File: src/rtl/adder_golden_ref.sv
// Golden WIDTH-bit adder: combinational {cout, s} = a + b + cin.
// Zero latency and no flow control. The block is also reusable as a reference in benches.
module adder_golden_ref #(
    parameter int WIDTH = 4
) (
    input  logic [WIDTH-1:0] i_a,
    input  logic [WIDTH-1:0] i_b,
    input  logic             i_cin,
    output logic [WIDTH-1:0] o_s,
    output logic             o_cout
);

    assign {o_cout, o_s} = {1'b0, i_a} + {1'b0, i_b} + {{WIDTH{1'b0}}, i_cin};

endmodule

File: config.mk
export PLATFORM = sky130hd
export DESIGN_NAME = adder_golden_ref
export DESIGN_NICKNAME = d
export VERILOG_FILES = /design/src/rtl/adder_golden_ref.sv
export SDC_FILE = /design/constraint.sdc
export NUM_CORES = 1
export LEC_CHECK = 0
export CAP_MARGIN = 30
export CORE_AREA = 3 3 40 42
export DETAILED_ROUTE_END_ITERATION = 6
export DIE_AREA = 0 0 43 45
export PLACE_DENSITY = 0.48
export SETUP_SLACK_MARGIN = 0.1
export SYNTH_ARGS = -nofsm -noshare
export SYNTH_HDL_FRONTEND = slang
export SYNTH_SLANG_ARGS = --single-unit
File: constraint.sdc
create_clock -name vclk -period 1.31
set_input_delay 0.1965 -clock vclk [all_inputs]
set_output_delay 0.1965 -clock vclk [all_outputs]
set_load 0.05 [all_outputs]
Word level (Yosys, flattened, before mapping):

Index checks and enable logic that the tools add are counted.

* bits in registers: 0
* input bits: 9
* bits in writable memories: 0
* bits in read-only memories: 0
* output and inout port bits: 5
* word-level logic and storage cells: 2
* latch bits: 0
* memories: 0

* shifts and indexed selects: 0
* eq/ne operators: 0
* add/subtract/negate cells: 2
* bitwise operators: 0
* multiplexer cells: 0
* magnitude comparators: 0
* reductions and logical operators: 0
* div/mod/pow operators: 0
* multipliers: 0

Operators with widths (number)
* adder 4 x 4 -> 5 bit: 1
* adder 5 x 1 -> 5 bit: 1

Logic depth before layout (Yosys ltp):

* depth in word-level cells: 2
* mapped depth: 6
* depth with buffers taken out: 6

Least setup slack after synthesis:

OpenSTA, ideal clock, no wires.

* path type: input port to output port
* from: input port i_a[0]
* to: output port o_s[2]
* arrival: 1.635 ns
* slack: -0.521 ns
* stages: 4
* cell sequence: fa_1 > inv_1 > fa_1 > xnor2_1

* longest elaborated chain between the ends: 2

RTL lines
* start: declaration: RTL line 6 `input logic [WIDTH-1:0] i_a,`
* adder 4 x 4 -> 5 bit: RTL line 13 `assign {o_cout, o_s} = {1'b0, i_a} + {1'b0, i_b} + {{WIDTH{1'b0}}, i_cin};`
* adder 5 x 1 -> 5 bit: RTL line 13
* end: declaration: RTL line 9 `output logic [WIDTH-1:0] o_s,`

No other way between the ends.

Final worst setup path:

* from: input port i_cin
* to: output port o_s[1]

* longest elaborated chain between the ends: 1

RTL lines
* start: declaration: RTL line 8 `input logic i_cin,`
* adder 5 x 1 -> 5 bit: RTL line 13

No other way between the ends.

==> impl_results.md <==
- Critical Path Most Common Cell: fa_2
- Syn. warnings: 0
- CP Launch Type: input pin
- # port buffers: 14
- Core box area: 1285 µm²
- Failing checks: setup timing
- Synthesized area: 143.9 µm²
- Sequential cells: 0
- Die W: 43 µm
- Routed WL: 428 µm
- Most common cell in the netlist: inv_1
- Final setup TNS: -1003 ps
- WL per Instance: 9.106 µm
- Final Slew Violations: 0
- Syn nets: 30
- DP Wirelength: 415.3 µm
- Sequential area share after synthesis: 0
- Pleak: 0.1913 nW
- Final Hold Slack: 831.0 ps
- F_max: 0.6236 GHz
- Final Critical Period: 1603 ps
- Hold depth: 3
- Initial DRC count: 0
- GRT overflow: 0
- Diodes inserted: 0
- Critical Path Sink Type: primary output
- Setup Buffers After CTS: 0
- Largest area contributor in the netlist: fa_1
- Worst path max stage delay: 440 ps
- Yosys cell types: 9
- Share of layout cells above drive strength 1: 0.6875
- First-pass GRT wire length: 814 µm
- Worst-Margin Slew: 221.3 ps
- Area growth, synth to finish: 206.1%
- Tcrit/Tclk final: 1.224
- RSZ-0062 raised after global routing: yes
- Final core utilization: 0.3427
- Detail Route Antenna Nets: 0
- Die height: 45 µm
- Power per standard cell area: 857.0 nW/µm²
- Vias per cell: 3.660
- Final worst slack: -293.5 ps
- Yosys top cell area share: 0.2783
- Critical path peak fanout: 2
- Post-Syn Instances: 16
- Vias in the first global route: 190
- Top cells by count, synth: inv_1 (4), ha_1 (3), fa_1 (2), xnor2_1 (2)
- RD Place Congestion: 0.7181
- Final nets: 48
- Site row count: 13
- Hold buffers post-CTS: 0
- Clkbuf count: 0
- Hold Violations, Final: 0
- Largest cells by area after synthesis: fa_1 (28%), ha_1 (26%), xnor2_1 (12%)
- TritonRoute pass-1 iters: 1
- Largest net degree at the start of global routing: 4
- Register area: 0 µm²
- Maxcap violations: 0
- Die area: 1935 µm²
- Number of remaining DRC errors: 0
- Critical-path cell list: buf_6 -> fa_2 -> inv_2 -> fa_2 -> clkinvlp_4 -> buf_12
- Slowest CP cell: fa_2
- Critical Path AT: 1410 ps
- Final setup viols: 4
- Worst Setup Path Type: in2out
- Global-route usage over all layers: 0.05158
- Slew HR: 0.8524
- Num ports: 14
- Vias post-DR: 172
- Syn_area_per_cell: 8.993 µm²
- Initial Util: 0.1120
- Initial antenna violation count: 0
- Data required, critical path: 1110 ps
- HP Class: in2out
- Status: complete, but fails checks
- Peak supply drop: 0.2526 mV
final timing paths:
path | startpoint | to | slack [ps]
setup / recovery | i_cin | o_s[1] | -290
hold / removal | i_cin | o_s[0] | 830
critical path: cells and delay by family:
kind | cells | cell delay [ps]
buffers and inverters | 4 | 380
adders and majority gates | 2 | 830
layout by cell type (no fill, tap or decap):
master	instances
o21ai_2	1
ha_1	2
buf_4	1
buf_2	2
a21o_1	1
nor2b_2	1
fa_2	2
nand2b_4	1
xnor2_4	2
inv_1	1
buf_6	2
buf_12	5
inv_2	2
a21oi_4	1
dlygate4sd2_1	2
clkinvlp_4	1
clkdlybuf4s15_1	2
ha_4	1
clkdlybuf4s50_1	2
stage by stage:
| stage | total power [W] | setup slack, ps | cell area [µm²] | std cells |
|---|---|---|---|---|
| CTS | 0.0003843 | -308.0 | 440.4 | 47 |
| global route | 0.0003955 | -342.1 | 440.4 | 47 |
| floorplan | 0.0002095 | -175.3 | 209.0 | 16 |
| finish | 0.0003774 | -293.5 | 440.4 | 47 |
| detailed placement | 0.0003784 | -686.9 | 432.9 | 47 |
| global placement | 0.0003734 | -666.0 | 432.9 | 47 |
report_power, final:
part,total (W),internal [W],switching (W)
sequential,0,0,0
clock,0,0,0
combinational,0.000377,0.000196,0.000181
total,0.000377,0.000196,0.000181
per-layer routing:
metal  vias to the layer above  track usage  routed length (µm)
li1                         82            -                   -
met5                         -            0                   0
met3                         0      0.01594                  70
met4                         0            0                   0
met1                        78      0.05769                 132
met2                        12       0.1018                 225
cell families after synthesis:
family          synth area share
buf+inv                   0.1043
xor+xnor                  0.1218
compound gates            0.1478
simple gates             0.08701
fa+ha+maj                 0.5392
area by class of cell:
cell class                 instances  area (µm²)
multi-input combinational         12       205.2
fill                             128       844.6
timing repair buffer              16       197.7
tap                               15       18.77
inverter                           4       18.77
timing repair:
item | 4_1_cts | 5_1_grt
pin swaps | 7 | 3
gates resized for setup | 23 | 0
setup endpoints to repair | 5 | 5
Power figures use the tool's default switching activity.
